**src/rtl/mem_arbiter_if.sv**
```systemverilog
// rtl/mem_arbiter_if.sv - icache/dcache/RAM bus bundle for mem_arbiter
interface mem_arbiter_if #(
    parameter int ADDR_W = 32,
    parameter int DATA_W = 32
);
    logic              iREN;
    logic [ADDR_W-1:0] iaddr;
    logic              iwait;
    logic [DATA_W-1:0] iload;
    logic              dREN;
    logic              dWEN;
    logic [ADDR_W-1:0] daddr;
    logic [DATA_W-1:0] dstore;
    logic              dwait;
    logic [DATA_W-1:0] dload;
    logic              ramREN;
    logic              ramWEN;
    logic [ADDR_W-1:0] ramaddr;
    logic [DATA_W-1:0] ramstore;
    logic [DATA_W-1:0] ramload;
    logic [1:0]        ramstate;

    // Arbiter side: consumes cache requests and RAM responses.
    modport slave (
        input  iREN, iaddr, dREN, dWEN, daddr, dstore, ramload, ramstate,
        output iwait, iload, dwait, dload, ramREN, ramWEN, ramaddr, ramstore
    );

    // Environment side: caches and RAM.
    modport master (
        output iREN, iaddr, dREN, dWEN, daddr, dstore, ramload, ramstate,
        input  iwait, iload, dwait, dload, ramREN, ramWEN, ramaddr, ramstore
    );
endinterface

```
**src/rtl/mem_arbiter.sv**
```systemverilog
// rtl/mem_arbiter.sv - icache/dcache arbiter onto single-ported RAM with watchdog; ARB_RR_EN selects round-robin
module mem_arbiter #(
    parameter int ADDR_W      = 32,
    parameter int DATA_W      = 32,
    parameter int TIMEOUT_CYC = 255
) (
    input  logic          CLK,
    input  logic          RST,
    mem_arbiter_if.slave  bus,
    output logic          err_tmo
);
    typedef enum logic [1:0] {IDLE, IGNT, DGNT} state_t;
    typedef enum logic {SRV_I, SRV_D} srv_t;

    localparam logic [1:0] RAM_ACCESS = 2'd2;
    localparam logic [7:0] TMO_LAST   = 8'(TIMEOUT_CYC - 1);

    state_t     state_q, state_d;
    srv_t       last_srv_q, last_srv_d;
    logic [7:0] tmo_cnt_q, tmo_cnt_d;
    logic       err_tmo_q, err_tmo_d;

    logic access, i_req, d_req, owner_req;

    assign access  = (bus.ramstate == RAM_ACCESS);
    assign i_req   = bus.iREN;
    assign d_req   = bus.dREN | bus.dWEN;
    assign err_tmo = err_tmo_q;

    // Next grant, service history and watchdog.
    always_comb begin
        state_d    = state_q;
        last_srv_d = last_srv_q;
        tmo_cnt_d  = tmo_cnt_q;
        err_tmo_d  = err_tmo_q;
        owner_req  = (state_q == IGNT) ? i_req : d_req;
        case (state_q)
            IDLE: begin
                tmo_cnt_d = 8'd0;
                if (d_req && i_req) begin
`ifdef ARB_RR_EN
                    state_d = (last_srv_q == SRV_D) ? IGNT : DGNT;
`else
                    state_d = DGNT;
`endif
                end else if (d_req) begin
                    state_d = DGNT;
                end else if (i_req) begin
                    state_d = IGNT;
                end
            end
            IGNT, DGNT: begin
                if (access) begin
                    state_d    = IDLE;
                    tmo_cnt_d  = 8'd0;
                    last_srv_d = (state_q == IGNT) ? SRV_I : SRV_D;
                end else if (tmo_cnt_q == TMO_LAST) begin
                    // Watchdog abort: no ack, just release the RAM.
                    state_d   = IDLE;
                    tmo_cnt_d = 8'd0;
                    err_tmo_d = 1'b1;
                end else if (!owner_req) begin
                    state_d   = IDLE;
                    tmo_cnt_d = 8'd0;
                end else begin
                    tmo_cnt_d = tmo_cnt_q + 8'd1;
                end
            end
            default: state_d = IDLE;
        endcase
    end

    // RAM strobes and cache acks, steered by the current grant.
    always_comb begin
        bus.ramREN   = 1'b0;
        bus.ramWEN   = 1'b0;
        bus.ramaddr  = {ADDR_W{1'b0}};
        bus.ramstore = {DATA_W{1'b0}};
        bus.iwait    = 1'b1;
        bus.iload    = {DATA_W{1'b0}};
        bus.dwait    = 1'b1;
        bus.dload    = {DATA_W{1'b0}};
        case (state_q)
            IGNT: begin
                bus.ramREN  = bus.iREN;
                bus.ramaddr = bus.iaddr;
                bus.iwait   = ~access;
                bus.iload   = access ? bus.ramload : {DATA_W{1'b0}};
            end
            DGNT: begin
                bus.ramWEN   = bus.dWEN;
                bus.ramREN   = bus.dREN & ~bus.dWEN;
                bus.ramaddr  = bus.daddr;
                bus.ramstore = bus.dstore;
                bus.dwait    = ~access;
                bus.dload    = access ? bus.ramload : {DATA_W{1'b0}};
            end
            default: ;
        endcase
    end

    // State registers with synchronous reset.
    always_ff @(posedge CLK) begin
        if (RST) begin
            state_q    <= IDLE;
            last_srv_q <= SRV_I;
            tmo_cnt_q  <= 8'd0;
            err_tmo_q  <= 1'b0;
        end else begin
            state_q    <= state_d;
            last_srv_q <= last_srv_d;
            tmo_cnt_q  <= tmo_cnt_d;
            err_tmo_q  <= err_tmo_d;
        end
    end
endmodule

```
**src/flat_wrapper.sv**
```systemverilog
// flat-port wrapper written by rule: the top's interface ports become plain ports
module mem_arbiter_flat 
#(
    parameter int ADDR_W      = 32,
    parameter int DATA_W      = 32,
    parameter int TIMEOUT_CYC = 255
)
  (CLK, RST, err_tmo, bus_iREN, bus_iaddr, bus_dREN, bus_dWEN, bus_daddr, bus_dstore, bus_ramload, bus_ramstate, bus_iwait, bus_iload, bus_dwait, bus_dload, bus_ramREN, bus_ramWEN, bus_ramaddr, bus_ramstore);
  mem_arbiter_if #(.ADDR_W(ADDR_W), .DATA_W(DATA_W)) bus_i ();
  input  logic CLK;
  input  logic RST;
  output logic err_tmo;
  input wire logic [$bits(bus_i.iREN)-1:0] bus_iREN;
  input wire logic [$bits(bus_i.iaddr)-1:0] bus_iaddr;
  input wire logic [$bits(bus_i.dREN)-1:0] bus_dREN;
  input wire logic [$bits(bus_i.dWEN)-1:0] bus_dWEN;
  input wire logic [$bits(bus_i.daddr)-1:0] bus_daddr;
  input wire logic [$bits(bus_i.dstore)-1:0] bus_dstore;
  input wire logic [$bits(bus_i.ramload)-1:0] bus_ramload;
  input wire logic [$bits(bus_i.ramstate)-1:0] bus_ramstate;
  output wire logic [$bits(bus_i.iwait)-1:0] bus_iwait;
  output wire logic [$bits(bus_i.iload)-1:0] bus_iload;
  output wire logic [$bits(bus_i.dwait)-1:0] bus_dwait;
  output wire logic [$bits(bus_i.dload)-1:0] bus_dload;
  output wire logic [$bits(bus_i.ramREN)-1:0] bus_ramREN;
  output wire logic [$bits(bus_i.ramWEN)-1:0] bus_ramWEN;
  output wire logic [$bits(bus_i.ramaddr)-1:0] bus_ramaddr;
  output wire logic [$bits(bus_i.ramstore)-1:0] bus_ramstore;
  assign bus_i.iREN = bus_iREN;
  assign bus_i.iaddr = bus_iaddr;
  assign bus_i.dREN = bus_dREN;
  assign bus_i.dWEN = bus_dWEN;
  assign bus_i.daddr = bus_daddr;
  assign bus_i.dstore = bus_dstore;
  assign bus_i.ramload = bus_ramload;
  assign bus_i.ramstate = bus_ramstate;
  assign bus_iwait = bus_i.iwait;
  assign bus_iload = bus_i.iload;
  assign bus_dwait = bus_i.dwait;
  assign bus_dload = bus_i.dload;
  assign bus_ramREN = bus_i.ramREN;
  assign bus_ramWEN = bus_i.ramWEN;
  assign bus_ramaddr = bus_i.ramaddr;
  assign bus_ramstore = bus_i.ramstore;
  mem_arbiter #(.ADDR_W(ADDR_W), .DATA_W(DATA_W), .TIMEOUT_CYC(TIMEOUT_CYC)) u_core (.CLK(CLK), .RST(RST), .bus(bus_i), .err_tmo(err_tmo));
endmodule
```
**config.mk**
```make
export PLATFORM = sky130hd
export DESIGN_NAME = mem_arbiter_flat
export DESIGN_NICKNAME = d
export VERILOG_FILES = /design/src/rtl/mem_arbiter_if.sv /design/src/rtl/mem_arbiter.sv /design/src/flat_wrapper.sv
export SDC_FILE = /design/constraint.sdc
export NUM_CORES = 1
export LEC_CHECK = 0
export ABC_CLOCK_PERIOD_IN_PS = 2800
export CORE_AREA = 2 2 105 107
export CTS_BUF_LIST = sky130_fd_sc_hd__clkbuf_8
export DETAILED_ROUTE_END_ITERATION = 6
export DIE_AREA = 0 0 107 109
export DONT_BUFFER_PORTS = 1
export PLACE_DENSITY = 0.31
export REMOVE_ABC_BUFFERS = 1
export SLEW_MARGIN = 15
export SYNTH_ARGS = -nofsm -noshare
export SYNTH_HDL_FRONTEND = slang
export SYNTH_SLANG_ARGS = --single-unit
```
**constraint.sdc**
```tcl
create_clock -name CLK -period 2.8 [get_ports CLK]
set_input_delay 0.56 -clock CLK [delete_from_list [all_inputs] [get_ports CLK]]
set_output_delay 0.56 -clock CLK [all_outputs]
set_load 0.005 [all_outputs]
```
# Yosys cells after proc, flatten, opt, wreduce, memory -nomap -nowiden
# Index checks and enable logic that the tools add are counted.
[classes] n_addsub=1 eq_ne=6 muxes=21 bitwise_logic=4 reduce_logical=6
[ops] operator="$mux W32" n=4
[ops] operator="$pmux W32 S2" n=1
[ops] operator="$mux W8" n=3
[ops] operator="$pmux W8 S2" n=1
[ops] operator="$mux W2" n=6
[ops] operator="$add A8 B1 Y8 const B" n=1
[ops] operator="$eq A8 B8 Y1 const B" n=1
[ops] operator="$eq A2 B2 Y1 const B" n=2
[ops] operator="$mux W1" n=4
[ops] operator="$ne A4 B2 Y1 const B" n=1
[ops] operator="$ne A4 B3 Y1 const B" n=1
[ops] operator="$pmux W2 S2" n=1
[ops] operator="$reduce_and A3 Y1" n=1
[ops] operator="$eq A2 B1 Y1 const B" n=1
[ops] operator="$logic_not A2 Y1" n=1
[ops] operator="$not A1 Y1" n=2
[ops] operator="$pmux W1 S2" n=1
[ops] operator="$reduce_and A2 Y1" n=1
[ops] operator="$reduce_bool A2 Y1" n=1
[ops] operator="$reduce_or A2 Y1" n=1
[ops] operator="$and A1 B1 Y1" n=1
[ops] operator="$logic_and A1 B1 Y1" n=1
[ops] operator="$or A1 B1 Y1" n=1
[word_totals] ff_bits=11 input_bits=135 output_inout_bits=133 wordCells=41

# Logic depth before layout (Yosys ltp)
# Gate-level depths: netlist (run 1).
[depth] depth_word=6 mapped_depth=7 mapped_depth_nobuf=6

# Least setup slack after synthesis (run 1)
# Ideal clock, no wire load.
[synth_timing] path_kind="input to output" from="in bus_ramstate[1]" to="out bus_dload[0]" arrival_ns=1.301 path_slack_ns=0.939 path_stages=4 cell_sequence="nor2b_1 > clkbuf_2 > clkbuf_1 > and3_1"
[synth_via] elab_chain_cells=3
[synth_lines] element="start: declaration" line_no="flat_wrapper.sv:20" text="input wire logic [$bits(bus_i.ramstate)-1:0] bus_ramstate;"
[synth_lines] element="$eq A2 B2 Y1" line_no="mem_arbiter.sv:25" text="assign access = (bus.ramstate == RAM_ACCESS);"
[synth_lines] element="$mux W32" line_no="mem_arbiter.sv:96" text="bus.dload = access ? bus.ramload : {DATA_W{1'b0}};"
[synth_lines] element="$mux W32" line_no="mem_arbiter.sv:83" text="case (state_q)"
[synth_lines] element="end: declaration" line_no="flat_wrapper.sv:24" text="output wire logic [$bits(bus_i.dload)-1:0] bus_dload;"
# Every way passes these cells.

# Worst setup path in the final report (run 1)
[layout_timing] from="reg u_core.state_q[0]" to="out bus_ramaddr[19]"
[layout_via] elab_chain_cells=2
[layout_lines] element="start: declaration" line_no="mem_arbiter.sv:18" text="state_t state_q, state_d;"
[layout_lines] element="start signal: assignment" line_no="mem_arbiter.sv:110" text="state_q <= state_d;"
[layout_lines] element="$eq A2 B2 Y1 or $eq A2 B1 Y1 (tied branches)" line_no="mem_arbiter.sv:83"
[layout_lines] element="$pmux W32 S2 (*)" line_no="mem_arbiter.sv:83"
[layout_lines] element="end: declaration" line_no="flat_wrapper.sv:27" text="output wire logic [$bits(bus_i.ramaddr)-1:0] bus_ramaddr;"
# Mark *: on every way between the ends. The rest lies on a longest branch, timed or not.

==> flow_summary_export.csv, run 1 <==
group,metric,value,unit
die,std_cell_rows,38,
cts,cts_made_buffers,3,
final_layout,syn_to_final_growth,9.680,%
placement,dpl-instance-area,1926,um2
timing,fin_crit_sh,0.8428,
final_layout,diodes,0,
die,die_y,109,um
power_and_ir_drop,powerDensity,427.3,nW/um2
drt,drt_first_pass_iters,4,
setup_path,critPathCapture,"bus_ramaddr[19]",
setup_path,crit_required,2240,ps
synth,synth_ff_type,"dfxtp_1",
drt,wirelength,8739,um
setup_path,cp-start-kind,"flop",
global_route,grt_pass1_vias,1567,
placement,place.gp.congestion,0.7785,
timing,slew_violations,0,
final_layout,drive_gt1_frac,0.06531,
setup_path,r2r_slack,1080,ps
placement,io_buffers,0,
synth,seq_area_frac_synth,0.1226,
final_layout,stdcell_area,1971,um2
synth,synthDistinctLibCells,32,
drt,drtIter0Drc,139,
final_layout,final_util,0.1859,
global_route,grt.overflow.total,0,
synth,syn-cell-area,1797,um2
drt,avgViaCountPerCell,5.104,
synth,yosysWarnings,0,
setup_path,crit_cells,5,
timing,setup_viol,0,
drt,wl_per_cell,22.70,um
setup_path,crit_path_start,"u_core.state_q[0]",
cts,hold_buffers,0,
timing,relSlewSlack,0.6805,
setup_path,critical-path-top-delay-family,"adder cells",
global_route,antenna_found_initial,7,
synth,synth_seq_cells,11,
setup_path,cpPeakStageDelay,480,ps
timing,max_freq,423.8,MHz
final_layout,nNetsFinal,387,
setup_path,cp_cell_sequence,"inv_1, ha_2, buf_12, a22oi_1, nor2b_1",
placement,dp_hpwl,7399,um
cts,cts.htree.levels,1,
placement,dp.cells,381,
timing,fin_crit,2360,ps
cts,path_clk_slew,50,ps
cts,cts_root_buffer,"clkbuf_8",
power_and_ir_drop,ir_worst_vdd,123.7,uV
synth,synth_edf_count,0,
timing,worst_pin_slew,475.3,ps
synth,postSynthAreaPerCell,6.832,um2
outcome,status,"finished, final reports clean",
cts,clock_path_buffers,2,
flow_run,max_cap_violations,0,
setup_path,cp-end-kind,"output pin",
setup_path,cp.arrival,1800,ps
synth,synth_async_sr_flop_share,0,
setup_path,critPathKind,"reg -> out",
drt,dr_total_vias,1965,
timing,rsz0062_at_grt,"false",
timing,finalClockSkew,1.836,ps
setup_path,crit_fanout,77,
setup_path,r2r-start,"u_core.state_q[1]",
timing,hold_violations,0,
cts,cts_num_sinks,11,
global_route,grt_pass1_wl,10830,um
die,ioPinCount,268,
cts,tritoncts,"yes",
min_path,min_path_type,"in -> reg",
drt,drc,0,
drt,ant_nets,0,
setup_path,path_buf_inv,2,
die,die_w,107,um
global_route,grt_usage,0.1291,
die,die-area,11660,um2
cts,clk-insertion-delay-late,230,ps
power_and_ir_drop,p_leak,0.0008631,uW
global_route,grt_max_degree,78,
setup_path,reg2reg_depth,6,
die,start_util,0.1695,
die,core,10600,um2
cts,post_cts_buffers,0,
setup_path,cp_slowest_cell,"ha_2",
synth,synthCells,263,
timing,fin_setup_tns,0,ps
final_layout,instances_no_fill,385,
power_and_ir_drop,total_power,842.0,uW
cts,cts_resized,0,
setup_path,rr_endpoint,"u_core.tmo_cnt_q[5]",
## kinds of logic (layout without fill, tap and decap cells)
kind of cell | after synthesis | after routing | share of synthesized area
xor gates and xnor gates | 7 | 7 | 0.03412
buffers and inverters | 33 | 15 | 0.07242
adders and majority gates | 6 | 6 | 0.04178
AOI/OAI and AO/OA | 43 | 43 | 0.1817
and+or+nand+nor | 163 | 163 | 0.5474
DFF | 11 | 11 | 0.1226
## metal layers
| metal | share of wire | track usage | vias up | wire length, um |
|---|---|---|---|---|
| met5 | 0.0015 | 0 | - | 13 |
| met4 | 0.0046 | 0.01670 | 2 | 40 |
| met3 | 0.14 | 0.06993 | 6 | 1240 |
| met2 | 0.44 | 0.1902 | 166 | 3820 |
| met1 | 0.41 | 0.1702 | 908 | 3624 |
| li1 | - | - | 883 | - |
## area by class of cell
class | count | area, um2
Tap cell | 140 | 175.2
Clock buffer | 3 | 41.29
Sequential cell | 11 | 220.2
Inverter | 5 | 18.77
Fill cell | 1201 | 8632
Clock inverter | 1 | 3.754
Timing Repair Buffer | 6 | 57.56
Multi-Input combinational cell | 219 | 1454
## sequential cells by signal, summed over array words and instances, names as in the netlist
register / count
u_core.err_tmo: 1
u_core.state_q: 2
u_core.tmo_cnt_q: 8
## stage by stage
| stage | setup slack (ps) | hold slack (ps) |
|---|---|---|
| after CTS | 430.3 | 377.2 |
| final | 440.1 | 383.3 |
| after global placement | 718.6 | 502.4 |
| after floorplan | -73.46 | 460.5 |
| after global routing | 266.2 | 371.0 |
| after detailed placement | 697.6 | 499.5 |
## report_power, final
group	switching, uW	internal [uW]
clock	58.1	96.1
combinational	316	199
sequential	7.98	165
## worst min-delay path by stage
| stage | start | end | slack [ps] | cells after the start |
|---|---|---|---|---|
| 4_1_cts | RST | u_core.state_q[0] | 380 | 1 |
| 2_1_floorplan | u_core.err_tmo | u_core.err_tmo | 460 | 2 |
| 3_3_place_gp | u_core.err_tmo | u_core.err_tmo | 500 | 2 |
| 6_report | RST | u_core.state_q[0] | 380 | 1 |
| 3_5_place_dp | u_core.err_tmo | u_core.err_tmo | 500 | 2 |
| 5_1_grt | RST | u_core.state_q[0] | 370 | 1 |
## cells in the mapped netlist, types with 4 or more instances
library cell | count | share of area
clkbuf_1 | 23 | 0.048
dfxtp_1 | 11 | 0.12
and3_1 | 64 | 0.22
a22oi_1 | 32 | 0.13
ha_1 | 6 | 0.042
buf_2 | 4 | 0.011
and2_1 | 36 | 0.13
xor2_1 | 4 | 0.019
inv_1 | 5 | 0.010
nor2_1 | 14 | 0.029
nor2b_1 | 34 | 0.12
nand2_1 | 5 | 0.010
## cell usage in the layout (no fill, tap or decap), types with 2 or more instances in the layout
| cell | instances |
|---|---|
| xnor2_1 | 3 |
| nor2b_1 | 33 |
| and2_1 | 36 |
| dfxtp_1 | 11 |
| a22oi_1 | 32 |
| inv_1 | 6 |
| clkbuf_8 | 3 |
| xor2_1 | 4 |
| a31oi_1 | 2 |
| and3_1 | 64 |
| nand2_1 | 5 |
| buf_4 | 5 |
| nand2b_1 | 3 |
| ha_2 | 2 |
| ha_1 | 4 |
| nor2_1 | 14 |
Power figures use the tool's default switching activity.
==> run 2, diff against run 1 <==
Settings changed: ABC_CLOCK_PERIOD_IN_PS 2800 to 2450.
Clock period 2.8 ns to 2.45 ns, I/O delays scaled along.
==> run 2 against run 1 <==
First-iteration DRC count grew 5.8%. Core utilization about the same. Non-clock buffer count shrank 1. Critical endpoint unchanged. Final area barely moved. Wire length rose by 0.34%. Via count fell by 0.46%. Sequential power up 14%. Clock skew is 4.9 ps higher. Cell count rose by 0.26%.
==> flow_summary_export.csv, run 2 (synthesized netlist as in run 1, its figures left out) <==
group,metric,value,unit
cts,path_clk_slew,50,ps
die,start_util,0.1695,
global_route,grt_max_degree,98,
setup_path,cp-start-kind,"flop",
min_path,min_path_type,"in -> reg",
global_route,grt_usage,0.1258,
cts,cts_root_buffer,"clkbuf_8",
setup_path,crit_fanout,28,
setup_path,critPathKind,"reg -> out",
placement,dp.cells,380,
timing,relSlewSlack,0.6919,
power_and_ir_drop,p_leak,0.0008566,uW
die,core,10600,um2
timing,finalClockSkew,6.728,ps
drt,dr_total_vias,1956,
drt,ant_nets,0,
timing,hold-worst-slack,308.7,ps
final_layout,nNetsFinal,386,
outcome,status,"finished, final reports clean",
final_layout,layout_common_cells,"and3_1 (64), and2_1 (36), nor2b_1 (33)",
drt,drc,0,
cts,hold_buffers,0,
cts,post_cts_buffers,0,
setup_path,cp-end-kind,"output pin",
final_layout,stdcell_area,1969,um2
power_and_ir_drop,powerDensity,490.2,nW/um2
drt,wirelength,8769,um
cts,cts_resized,0,
die,die-area,11660,um2
power_and_ir_drop,ir_worst_vdd,174.7,uV
placement,dpl-instance-area,1918,um2
timing,hold_violations,0,
timing,max_freq,451.3,MHz
global_route,grt_pass1_vias,1544,
timing,setup_viol,0,
die,std_cell_rows,38,
drt,drtIter0Drc,147,
die,ioPinCount,268,
die,die_w,107,um
timing,fin_crit_sh,0.9045,
final_layout,instances_no_fill,386,
cts,clock_path_buffers,2,
flow_run,max_cap_violations,0,
cts,cts.htree.levels,1,
final_layout,largest_reg_flops,8,
cts,clk-insertion-delay-late,240,ps
setup_path,crit_required,1960,ps
final_layout,final_common_cell,"and3_1",
drt,drt_first_pass_iters,4,
timing,rsz0062_at_grt,"false",
global_route,grt.overflow.total,0,
global_route,grt_pass1_wl,10590,um
timing,worst_pin_slew,458.3,ps
placement,dp_hpwl,7231,um
die,die_y,109,um
setup_path,cp.arrival,1730,ps
placement,io_buffers,0,
global_route,antenna_found_initial,6,
cts,tritoncts,"yes",
final_layout,drive_gt1_frac,0.06557,
drt,avgViaCountPerCell,5.067,
cts,cts_num_sinks,11,
placement,place.gp.congestion,0.7176,
drt,wl_per_cell,22.72,um
final_layout,syn_to_final_growth,9.610,%
timing,fin_crit,2216,ps
timing,slew_violations,0,
final_layout,largest_register,"u_core.tmo_cnt_q",
cts,cts_made_buffers,3,
==> run 2: final timing paths <==
check,startpoint,cells after the start,slack (ps),endpoint
max,u_core.state_q[0],4,230,bus_ramaddr[19]
min,RST,1,310,u_core.state_q[0]
max reg2reg,u_core.state_q[1],6,630,u_core.tmo_cnt_q[4]
min reg2reg,u_core.err_tmo,2,520,u_core.err_tmo
==> run 2: critical path: stages, from the launching register on <==
cell and delay [ps]:
dfxtp_1 360, inv_1 100, ha_1 460, buf_4 320, nor2b_1 230
==> run 2: layout make-up <==
type / count / area (um2)
Fill cell: 1218 / 8633
Multi-Input combinational cell: 219 / 1454
Sequential cell: 11 / 220.2
Tap cell: 140 / 175.2
Timing Repair Buffer: 5 / 50.05
Clock buffer: 3 / 41.29
Inverter: 5 / 18.77
Clock inverter: 1 / 5.005
Antenna cell: 2 / 5.005
==> run 2: metrics by stage <==
step           utilization  TNS [ps]  total power (uW)  setup slack, ps
3_3_place_gp        0.1809         0             793.5            508.8
4_1_cts             0.1853         0             980.2            189.6
2_1_floorplan            -    -25580             615.9           -283.5
3_5_place_dp        0.1809         0             788.1            458.9
5_1_grt             0.1853         0              1048            88.20
6_report            0.1857         0             965.4            234.1
==> run 2: where the power goes <==
part | leakage [uW] | switching, uW | internal [uW]
combinational | 0.000742 | 361 | 220
sequential | 0.0000890 | 8.58 | 188
clock | 0.0000255 | 75.5 | 112
==> run 2: per-layer routing <==
layer,up-vias,GRT usage,part of all wire
met3,6,0.07591,0.14
met2,174,0.1852,0.44
met4,2,0.01299,0.0055
li1,881,-,-
met5,-,0,0.0015
met1,893,0.1627,0.41
